### config.mk
export PLATFORM = sky130hd
export DESIGN_NAME = edit_mem_buf_chain_writer
export DESIGN_NICKNAME = d
export VERILOG_FILES = /design/src/rtl/edit_mem_buf_chain_writer_pkg.sv /design/src/rtl/edit_mem_free_ptr_fifo.sv /design/src/rtl/edit_mem_buf_chain_writer.sv
export SDC_FILE = /design/constraint.sdc
export NUM_CORES = 1
export LEC_CHECK = 0
export BUFFER_PORTS_ARGS = -buffer_cell sky130_fd_sc_hd__buf_2
export CAP_MARGIN = 25
export CORE_ASPECT_RATIO = 0.7
export CORE_MARGIN = 2
export CORE_UTILIZATION = 55
export DETAILED_ROUTE_END_ITERATION = 6
export GPL_TIMING_DRIVEN = 0
export PLACE_DENSITY = 0.78
export RECOVER_POWER = 100
export SLEW_MARGIN = 40
export SYNTH_ARGS = -nofsm -noshare
export SYNTH_HDL_FRONTEND = slang
export SYNTH_SLANG_ARGS = --single-unit
### constraint.sdc
create_clock -name clk -period 4 [get_ports clk]
set_clock_uncertainty 0.05 [all_clocks]
set_input_delay 0 -clock clk [delete_from_list [all_inputs] [get_ports clk]]
set_output_delay 0 -clock clk [all_outputs]
set_load 0.03 [all_outputs]
### src/rtl/edit_mem_buf_chain_writer_pkg.sv
// rtl/edit_mem_buf_chain_writer_pkg.sv - shared widths and state encoding for the edit-memory chain writer
package edit_mem_buf_chain_writer_pkg;

  localparam int EM_BUF_PTR_NBITS     = 4;
  localparam int PD_CHUNK_DEPTH_NBITS = 14;
  localparam int DATA_PATH_NBYTES     = 64;

  typedef enum logic {
    EMW_INIT = 1'b0,
    EMW_RUN  = 1'b1
  } emw_state_e;

endpackage

### src/rtl/edit_mem_free_ptr_fifo.sv
// rtl/edit_mem_free_ptr_fifo.sv - first-word-fall-through free-pointer FIFO, RAM-based store
module edit_mem_free_ptr_fifo
  import edit_mem_buf_chain_writer_pkg::*;
#(
  parameter int AW = EM_BUF_PTR_NBITS
) (
  input  logic          clk,
  input  logic          rst,
  input  logic          push,
  input  logic [AW-1:0] push_data,
  input  logic          pop,
  output logic [AW-1:0] head,
  output logic [AW:0]   count,
  output logic          full,
  output logic          empty
);

  logic [AW-1:0] mem [2**AW];
  logic [AW-1:0] wr_q, rd_q;
  logic [AW:0]   cnt_q;
  logic          do_push, do_pop;

  assign full    = (cnt_q == (AW+1)'(2**AW));
  assign empty   = (cnt_q == '0);
  assign do_push = push & ~full;
  assign do_pop  = pop & ~empty;
  assign head    = mem[rd_q];
  assign count   = cnt_q;

  // Storage carries no reset so it maps onto a plain RAM.
  always_ff @(posedge clk) begin
    if (do_push) mem[wr_q] <= push_data;
  end

  always_ff @(posedge clk) begin
    if (rst) begin
      wr_q  <= '0;
      rd_q  <= '0;
      cnt_q <= '0;
    end else begin
      if (do_push) wr_q <= wr_q + 1'b1;
      if (do_pop)  rd_q <= rd_q + 1'b1;
      case ({do_push, do_pop})
        2'b10:   cnt_q <= cnt_q + 1'b1;
        2'b01:   cnt_q <= cnt_q - 1'b1;
        default: cnt_q <= cnt_q;
      endcase
    end
  end

endmodule

### src/rtl/edit_mem_buf_chain_writer.sv
// rtl/edit_mem_buf_chain_writer.sv - buffer allocator and linked-list chain builder for edit memory enqueue
module edit_mem_buf_chain_writer
  import edit_mem_buf_chain_writer_pkg::*;
#(
  parameter int BPTR_NBITS = EM_BUF_PTR_NBITS,
  parameter int LEN_NBITS  = PD_CHUNK_DEPTH_NBITS,
  parameter int SIZE       = DATA_PATH_NBYTES,
  parameter int NB_NBITS   = $clog2(SIZE) + 1
) (
  input  logic                  clk,
  input  logic                  rst,
  input  logic                  chk_valid,
  input  logic                  chk_sop,
  input  logic                  chk_eop,
  input  logic [NB_NBITS-1:0]   chk_nbytes,
  output logic                  chk_ready,
  input  logic                  buf_free_valid,
  input  logic [BPTR_NBITS-1:0] buf_free_ptr,
  output logic                  em_wr_valid,
  output logic [BPTR_NBITS-1:0] em_wr_ptr,
  output logic                  enq_buf_valid,
  output logic [BPTR_NBITS-1:0] enq_buf_ptr_cur,
  output logic [BPTR_NBITS-1:0] enq_buf_ptr_nxt,
  output logic                  desc_valid,
  output logic [BPTR_NBITS-1:0] desc_head_ptr,
  output logic [LEN_NBITS-1:0]  desc_len,
  output logic [BPTR_NBITS:0]   free_cnt,
  output logic                  init_done,
  output logic                  free_err
);

  emw_state_e            state_q;
  logic [BPTR_NBITS-1:0] init_cnt_q;
  logic [BPTR_NBITS-1:0] cur_q, cur_d, pf_q, pf_d, head_q, pkt_head;
  logic                  cur_v_q, cur_v_d, pf_v_q, pf_v_d;
  logic [LEN_NBITS-1:0]  len_q, pkt_len, chunk_bytes;
  logic                  is_run, accept, free_push;
  logic                  fifo_push, fifo_pop, fifo_full, fifo_empty;
  logic [BPTR_NBITS-1:0] fifo_wdata, fifo_head;

  edit_mem_free_ptr_fifo #(.AW(BPTR_NBITS)) u_fifo (
    .clk       (clk),
    .rst       (rst),
    .push      (fifo_push),
    .push_data (fifo_wdata),
    .pop       (fifo_pop),
    .head      (fifo_head),
    .count     (free_cnt),
    .full      (fifo_full),
    .empty     (fifo_empty)
  );

  always_comb begin
    is_run     = (state_q == EMW_RUN);
    accept     = chk_valid & chk_ready;
    free_push  = buf_free_valid & is_run & ~fifo_full;
    fifo_push  = is_run ? free_push : 1'b1;
    fifo_wdata = is_run ? buf_free_ptr : init_cnt_q;
    cur_d      = cur_q;
    cur_v_d    = cur_v_q;
    pf_d       = pf_q;
    pf_v_d     = pf_v_q;
    fifo_pop   = 1'b0;
    // One pop per cycle: an accept shifts pf into cur and refills pf; otherwise fill the empty slot.
    if (is_run) begin
      if (accept) begin
        cur_d   = pf_q;
        cur_v_d = 1'b1;
        if (!fifo_empty) begin
          pf_d     = fifo_head;
          fifo_pop = 1'b1;
        end else begin
          pf_v_d = 1'b0;
        end
      end else if (!cur_v_q && !fifo_empty) begin
        cur_d    = fifo_head;
        cur_v_d  = 1'b1;
        fifo_pop = 1'b1;
      end else if (!pf_v_q && !fifo_empty) begin
        pf_d     = fifo_head;
        pf_v_d   = 1'b1;
        fifo_pop = 1'b1;
      end
    end
    chunk_bytes = chk_eop ? LEN_NBITS'(chk_nbytes) : LEN_NBITS'(SIZE);
    pkt_head    = chk_sop ? cur_q : head_q;
    pkt_len     = (chk_sop ? '0 : len_q) + chunk_bytes;
  end

  always_ff @(posedge clk) begin
    if (rst) begin
      state_q         <= EMW_INIT;
      init_cnt_q      <= '0;
      cur_q           <= '0;
      cur_v_q         <= 1'b0;
      pf_q            <= '0;
      pf_v_q          <= 1'b0;
      head_q          <= '0;
      len_q           <= '0;
      chk_ready       <= 1'b0;
      init_done       <= 1'b0;
      em_wr_valid     <= 1'b0;
      em_wr_ptr       <= '0;
      enq_buf_valid   <= 1'b0;
      enq_buf_ptr_cur <= '0;
      enq_buf_ptr_nxt <= '0;
      desc_valid      <= 1'b0;
      desc_head_ptr   <= '0;
      desc_len        <= '0;
      free_err        <= 1'b0;
    end else begin
      if (state_q == EMW_INIT) begin
        init_cnt_q <= init_cnt_q + 1'b1;
        if (&init_cnt_q) begin
          state_q   <= EMW_RUN;
          init_done <= 1'b1;
        end
      end
      cur_q     <= cur_d;
      cur_v_q   <= cur_v_d;
      pf_q      <= pf_d;
      pf_v_q    <= pf_v_d;
      chk_ready <= is_run & cur_v_d & pf_v_d;
      free_err  <= buf_free_valid & ~free_push;

      em_wr_valid   <= accept;
      enq_buf_valid <= accept & ~chk_eop;
      desc_valid    <= accept & chk_eop;
      if (accept) begin
        em_wr_ptr <= cur_q;
        head_q    <= pkt_head;
        len_q     <= pkt_len;
        if (!chk_eop) begin
          enq_buf_ptr_cur <= cur_q;
          enq_buf_ptr_nxt <= pf_q;
        end else begin
          desc_head_ptr <= pkt_head;
          desc_len      <= pkt_len;
        end
      end
    end
  end

endmodule

==> reports/results.ini, run 1 <==
[logic_synthesis]
synthArstFlopShare_pct=0
synth.cell_area_sq_um=6724
synth_warnings=0
post_synth_num_cell_types=63
syn_inst=619
synth_largest_area_cell=sky130_fd_sc_hd__edfxtp_1
synth-edff-count=64
synth.top_cells.by_count=86 x sky130_fd_sc_hd__dfxtp_1, 70 x sky130_fd_sc_hd__nand2_1, 64 x sky130_fd_sc_hd__edfxtp_1
yosysMostFrequentCell=sky130_fd_sc_hd__dfxtp_1
synth.top_cells.by_area=sky130_fd_sc_hd__edfxtp_1 29%, sky130_fd_sc_hd__dfxtp_1 26%, sky130_fd_sc_hd__nand2_1 3.9%, sky130_fd_sc_hd__mux4_2 3.7%, sky130_fd_sc_hd__nor2_1 3.4%
yosys_register_bits=150
ys_dominant_reg_cell=sky130_fd_sc_hd__dfxtp_1
avgSynthCellArea_sq_um=10.86
seq_area_frac_synth_pct=54.19
netlist.area_leader.share_pct=28.58
synthesis.nets=653

[clocking]
cts-htree-levels=4
insertion_delay_ns=0.42
cts-root-buf=sky130_fd_sc_hd__clkbuf_16
clock_path_buffers=2
path_clk_slew_ns=0.07
cts_made_buffers=17
cts_num_sinks=150
clock_tree_from_tritoncts=yes

[sta]
finalCritPeriodShare_pct=93.78
timing.final.hold_violations=0
grt_setup_unrepaired=false
max_freq_ghz=0.2666
timing.setup.tns_ns=0
worst_slew_margin_rel_pct=26.71
final_slew_viol_count=0
setup_viol=0
min_period_ns=3.751
timing_worst_slew_pin_value_ns=1.088

[flow_run]
timing.max_cap.violations=0

[power_and_ir_drop]
power.internal_w=0.002575
static-leakage-power_nw=2.732
total_chip_power_w=0.003378
power_switching_w=0.0008034
combinational_cell_fraction_of_total_power_pct=5.3
power.share.clock_pct=46.2
power_density_nw_per_um2=436.3
power_switching_share_pct=23.78
sequentialPowerShare_pct=48.5
ir_drop_uv=357.2

[final_layout]
layout.nets=731
area_growth_syn_to_layout_pct=15.15
antenna_cells_inserted=0
drive_gt1_share_pct=10.14
finish.instance_area_sq_um=7742
post_layout_utilization_of_the_core_pct=65.56

[route]
ant_nets=0
drt-pass1-iter-count=7
routed_wirelength_mm=16.84
vias=5305
wl_per_cell_um=19.42
drtIter0Drc=589
post_drt_via_cell_ratio=6.119
post-route-drc-count=0

[critical_path]
critical_path_buf_inv_count=5
critPathLaunch=chk_sop
list_of_cells_traversed_by_the_critical_path=dlygate4sd3_1 -> buf_2 -> clkbuf_1 -> clkbuf_1 -> nand2b_1 -> inv_1 -> ha_1 -> a211oi_1 -> o21ai_0 -> nand2_1 -> or4_1 -> a21oi_1
critical_path_class=in2reg
crit_top_cell=sky130_fd_sc_hd__clkbuf_1
worst-path-stages=12
worst_setup_path_end_kind=flip-flop
reg2reg_depth=12
endpoint_of_the_worst_slack_reg_to_reg_timing_path=u_fifo.count[4]
critPathMaxFanout=10
timing.critical_path.slowest_cell_delay_ns=0.86
setup.worst_path.start_class=primary input
r2r_setup_slack_ns=0.33
timing.critical_path.arrival_ns=4.06
r2r-start=u_fifo.count[2]
capturing_element_of_the_worst_setup_path=len_q[11]
crit_slowest_cell=sky130_fd_sc_hd__o21ai_0
required_time_worst_endpoint_ns=4.30
timing.critical_path.max_delay_family=buffers and inverters

[global_routing]
antenna_found_initial=0
gr-max-usage-layer=met2
gr-usage-met2_pct=41.25
first_global_vias=5130
globalRoute.totalOverflow=0
grt_first_pass_wirelength_mm=26.20
grtUsageMet3_pct=7.094
groute.usage.overall_pct=26.85
grt_start_max_net_pins=17
use_met1_pct=37.08

[place]
dpl_cell_area_sq_um=7201
placement.io_buffers=56
place_congestion=0.9516
hpwlAfterDp_mm=11.83

[floorplanning]
fp-row-count=33
die-area_sq_um=13140
floorplan.die.height_um=96.51
die-width_um=136.2
floorplan.core_area_sq_um=11810
ios=58
initial_utilization_pct=56.94

[outcome]
status=completed

[hold_path]
timing.hold.worst.class=in2reg

[kinds of logic after synthesis]
kind of cell               after synthesis  share of synthesized area (%)
DFF                                    150                          54.19
muxes                                   28                          7.499
buffers and inverters                   51                          3.498
adders and majority gates               17                          3.275
AOI/OAI and AO/OA                      129                          13.21
xor gates and xnor gates                18                          2.345
and+or+nand+nor                        226                          15.98
[worst min path at each step]
stage / slack [ns] / start / cells after the start / to
CTS: 0.06 / chk_nbytes[1] / 4 / desc_len[1]
floorplan: 0.09 / buf_free_valid / 2 / free_err
global placement: 0.26 / buf_free_valid / 3 / free_err
detailed placement: 0.27 / buf_free_valid / 3 / free_err
finish: 0.08 / chk_nbytes[1] / 4 / desc_len[1]
global route: 0.09 / chk_nbytes[1] / 4 / desc_len[1]
[layer usage]
metal,part of all wire [%],wire length (um)
met5,0,0
met1,45,7536
met4,1.5,250
met2,45,7629
met3,8.4,1418
[power by group through the flow]
stage	logic, W	registers (W)	clock network (W)
final	0.000179	0.00164	0.00156
after global routing	0.000192	0.00164	0.00163
after CTS	0.000179	0.00164	0.00156
after detailed placement	0.000175	0.00167	0
after global placement	0.000166	0.00167	0
after floorplan	0.000111	0.00167	0
[worst reg2reg max path: cells and delay by family, from the launching register on]
kind,cells,cell delay (ns)
AOI/OAI and AO/OA,5,1.15
xor gates and xnor gates,1,0.18
adders and majority gates,2,0.61
buffers and inverters,2,0.41
DFF,1,0.31
muxes,1,0.30
and+or+nand+nor,1,0.56
[cells in the final DEF, fill, tap and decap left out, types with 4 or more instances in the layout]
cell type | netlist | routed
sky130_fd_sc_hd__nand3_1 | 10 | 10
sky130_fd_sc_hd__nor2b_1 | 15 | 15
sky130_fd_sc_hd__edfxtp_1 | 64 | 64
sky130_fd_sc_hd__nor3_1 | 18 | 18
sky130_fd_sc_hd__mux2i_1 | 8 | 8
sky130_fd_sc_hd__buf_2 | 3 | 17
sky130_fd_sc_hd__and3_1 | 4 | 4
sky130_fd_sc_hd__a221oi_2 | 4 | 4
sky130_fd_sc_hd__xor2_1 | 13 | 13
sky130_fd_sc_hd__a211oi_1 | 8 | 8
sky130_fd_sc_hd__nor2_1 | 61 | 61
sky130_fd_sc_hd__nand3b_1 | 5 | 5
sky130_fd_sc_hd__o21ai_0 | 15 | 17
sky130_fd_sc_hd__clkbuf_1 | 24 | 70
sky130_fd_sc_hd__dfxtp_1 | 86 | 86
sky130_fd_sc_hd__o21a_1 | 5 | 5
sky130_fd_sc_hd__inv_1 | 13 | 14
sky130_fd_sc_hd__nand2_1 | 70 | 70
sky130_fd_sc_hd__clkbuf_16 | 0 | 19
sky130_fd_sc_hd__nand4_1 | 6 | 6
sky130_fd_sc_hd__mux4_2 | 11 | 11
sky130_fd_sc_hd__ha_1 | 16 | 16
sky130_fd_sc_hd__xnor2_1 | 5 | 5
sky130_fd_sc_hd__o31ai_1 | 4 | 4
sky130_fd_sc_hd__a21oi_1 | 45 | 45
sky130_fd_sc_hd__and2_1 | 7 | 6
sky130_fd_sc_hd__a31oi_1 | 5 | 5
sky130_fd_sc_hd__o22ai_1 | 4 | 4
sky130_fd_sc_hd__o2111a_1 | 4 | 4
sky130_fd_sc_hd__a22o_1 | 8 | 8
sky130_fd_sc_hd__nand2b_1 | 18 | 18
sky130_fd_sc_hd__mux4_1 | 5 | 5
[metrics by stage]
step           hold slack, ns  std cells  setup slack (ns)
3_3_place_gp           0.2632        832            0.7613
4_1_cts               0.06046        867            0.4290
3_5_place_dp           0.2688        832            0.5312
6_report              0.07727        867            0.2489
2_1_floorplan         0.08507        619            0.8296
5_1_grt               0.08709        867           0.04819
[what timing repair did]
item	4_1_cts	5_1_grt
hold buffers	3	0
endpoints found under the hold margin	4	0
gates resized for setup	0	0
setup buffers	0	0
[state kept, by name (all words and copies together) (netlist names), 4 cells and up, named ones only]
register and count:
cur_q 4, desc_head_ptr 4, desc_len 14, em_wr_ptr 4
enq_buf_ptr_cur 4, enq_buf_ptr_nxt 4, head_q 4, init_cnt_q 4
len_q 14, pf_q 4, u_fifo.count 5, u_fifo.mem 64
u_fifo.rd_q 4, u_fifo.wr_q 4
[cell type report]
type,count,area (sq um)
Clock buffer,20,489.2
Inverter,13,48.80
Tap cell,157,196.4
Sequential cell,150,3643
Timing Repair Buffer,59,259.0
Multi-Input combinational cell,418,2839
Fill cell,960,4066
Buffer,38,177.7
Clock inverter,12,88.84
Note: power is estimated with default switching activity, not from simulation.
==> run 2, diff against run 1 <==
--- a/config.mk
+++ b/config.mk
@@ -5,7 +5,7 @@
 export SDC_FILE = /design/constraint.sdc
 export NUM_CORES = 1
 export LEC_CHECK = 0
-export BUFFER_PORTS_ARGS = -buffer_cell sky130_fd_sc_hd__buf_2
+export BUFFER_PORTS_ARGS = -buffer_cell sky130_fd_sc_hd__buf_4
 export CAP_MARGIN = 25
 export CORE_ASPECT_RATIO = 0.7
 export CORE_MARGIN = 2
==> constraint.sdc (replaced) <==
create_clock -name clk -period 4 [get_ports clk]
set_clock_uncertainty 0.05 [all_clocks]
set_input_delay 0 -clock clk [delete_from_list [all_inputs] [get_ports clk]]
set_output_delay 0 -clock clk [all_outputs]
set_load 0.005 [all_outputs]
==> run 2 against run 1 <==
  * Global-route usage decreased by 1.3 points
  * Hold slack got worse by 0.033 ns
  * Cell count unchanged
  * Utilization increased by 1.5 points
  * Highest routed layer unchanged
  * Sequential share of layout area decreased by 1.1 points
  * Power decreased by 0.17%
  * Register-to-register slack improved by 0.03 ns
==> reports/results.ini, run 2 (same netlist as run 1, synthesis figures left out) <==
[hold_path]
timing.hold.worst.class=in2reg
startpoint_of_the_most_critical_hold_path=rst

[place]
hpwlAfterDp_mm=11.46
dpl_cell_area_sq_um=7341
post-place-ws_ns=0.6052
place_congestion=0.9543
dpl.cell_count=832
placement.io_buffers=56

[critical_path]
critPathMaxFanout=10
timing.critical_path.arrival_ns=3.91
required_time_worst_endpoint_ns=4.26
worst_setup_path_end_kind=flip-flop
setup.worst_path.start_class=flip-flop
r2r-start=u_fifo.count[2]
list_of_cells_traversed_by_the_critical_path=clkbuf_1 -> or4_1 -> o221a_1 -> clkbuf_1 -> ha_1 -> xor2_1 -> ha_1 -> a21boi_0 -> a311oi_1 -> a2111oi_0 -> a211oi_1 -> mux2_2
timing.critical_path.slowest_cell_delay_ns=0.55
critPathLaunch=u_fifo.count[2]
crit_slowest_cell=sky130_fd_sc_hd__or4_1
critical_path_class=reg2reg

[flow_run]
timing.max_cap.violations=0

[final_layout]
drive_gt1_share_pct=15.92
area_growth_syn_to_layout_pct=17.85
finish.instance_area_sq_um=7924
layout.nets=731
antenna_cells_inserted=0
largest-register=u_fifo.mem
reg.largest.list=u_fifo.mem x64, desc_len x14, len_q x14
flip_flop_count_of_the_largest_register_all_copies_and_words_added=64
layoutNonFillerInstCount=867
layout_commonest_cell=sky130_fd_sc_hd__dfxtp_1
commonest_cells_after_routing_fill_and_taps_aside=86 x sky130_fd_sc_hd__dfxtp_1, 70 x sky130_fd_sc_hd__nand2_1, 64 x sky130_fd_sc_hd__edfxtp_1, 61 x sky130_fd_sc_hd__nor2_1, 45 x sky130_fd_sc_hd__a21oi_1

[global_routing]
grt_start_max_net_pins=17
grt_first_pass_wirelength_mm=25.09
antenna_found_initial=0
first_global_vias=4819
groute.usage.overall_pct=25.55
globalRoute.totalOverflow=0

[power_and_ir_drop]
power_density_nw_per_um2=425.6
static-leakage-power_nw=2.896
ir_drop_uv=361.2

[route]
drtIter0Drc=570
wl_per_cell_um=18.69
post_drt_via_cell_ratio=6.075
routed_wirelength_mm=16.20
drt-pass1-iter-count=5
ant_nets=0
post-route-drc-count=0
vias=5267

[sta]
max_freq_ghz=0.2745
worst_slew_margin_rel_pct=34.79
hold_slack_ns=0.04468
timing_worst_slew_pin_value_ns=0.9680
timing.final.hold_violations=0
min_period_ns=3.644
final_slew_viol_count=0
grt_setup_unrepaired=false
finalCritPeriodShare_pct=91.09
setup_viol=0
setup_slack_ns=0.3565
timing.setup.tns_ns=0

[outcome]
status=completed

[floorplanning]
floorplan.core_area_sq_um=11810
floorplan.die.height_um=96.51
die-width_um=136.2
die-area_sq_um=13140
initial_utilization_pct=56.94
fp-row-count=33
ios=58

[clocking]
cts-resized-gates=0
cts_made_buffers=17
cts_num_sinks=150
cts-htree-levels=4
insertion_delay_ns=0.42
clock_tree_from_tritoncts=yes
clock_path_buffers=2
cts-root-buf=sky130_fd_sc_hd__clkbuf_16
path_clk_slew_ns=0.06

## run 2: cell count changes in the layout (fill, tap and decap cells not counted), moves of 2 or more
cell | before | now
sky130_fd_sc_hd__clkbuf_4 | 0 | 41
sky130_fd_sc_hd__clkbuf_16 | 19 | 17
sky130_fd_sc_hd__buf_4 | 0 | 14
sky130_fd_sc_hd__buf_2 | 17 | 2
sky130_fd_sc_hd__clkinv_4 | 2 | 4
sky130_fd_sc_hd__clkbuf_1 | 70 | 30
sky130_fd_sc_hd__clkinvlp_4 | 3 | 1
## run 2: power by group
group,switching [W],internal (W),leakage (nW)
sequential,0.0000127,0.00163,1.29
clock,0.000662,0.000896,0.285
combinational,0.000113,0.0000634,1.32
total,0.000787,0.00258,2.90
## run 2: final cells by class
type	count	area, sq um
sequential	150	3643
clock buffer	19	452.9
timing repair buffer	59	446.7
fill	920	3885
buffer	38	177.7
clock inverter	13	120.1
tap	157	196.4
multi-input combinational	418	2838
inverter	13	48.80
## run 2: final timing paths
check	end	slack, ns	cells past startpoint
max	u_fifo.count[4]	0.36	12
min	em_wr_valid	0.04	2
max reg2reg	u_fifo.count[4]	0.36	12
min reg2reg	enq_buf_ptr_cur[2]	0.40	2
## run 2: timing repair
item,CTS,global route
hold buffers,3,0
hold endpoints to repair,4,0
buffers inserted,0,0
## run 2: metrics by stage
| stage | power, W | util, % |
|---|---|---|
| 2_1_floorplan | 0.001778 | - |
| 3_3_place_gp | 0.001835 | 62.16 |
| 3_5_place_dp | 0.001843 | 62.16 |
| 4_1_cts | 0.003378 | 67.27 |
| 5_1_grt | 0.003459 | 67.10 |
| 6_report | 0.003372 | 67.10 |
## run 2: worst max-delay path: cells and delay by family (launching register included)
family                     cells  cell delay [ns]
AOI/OAI and AO/OA              5             1.01
xor gates and xnor gates       1             0.19
adders and majority gates      2             0.62
buffers and inverters          2             0.42
DFF                            1             0.31
muxes                          1             0.38
and+or+nand+nor                1             0.55
## run 2: metal layers
metal  vias to the layer above  wire, um  GRT usage, %
li1                       2419         -             -
met1                      2539      7144         35.81
met2                       284      7188         38.74
met3                        25      1616         6.625
met4                         0       253         9.115
met5                         -         0             0
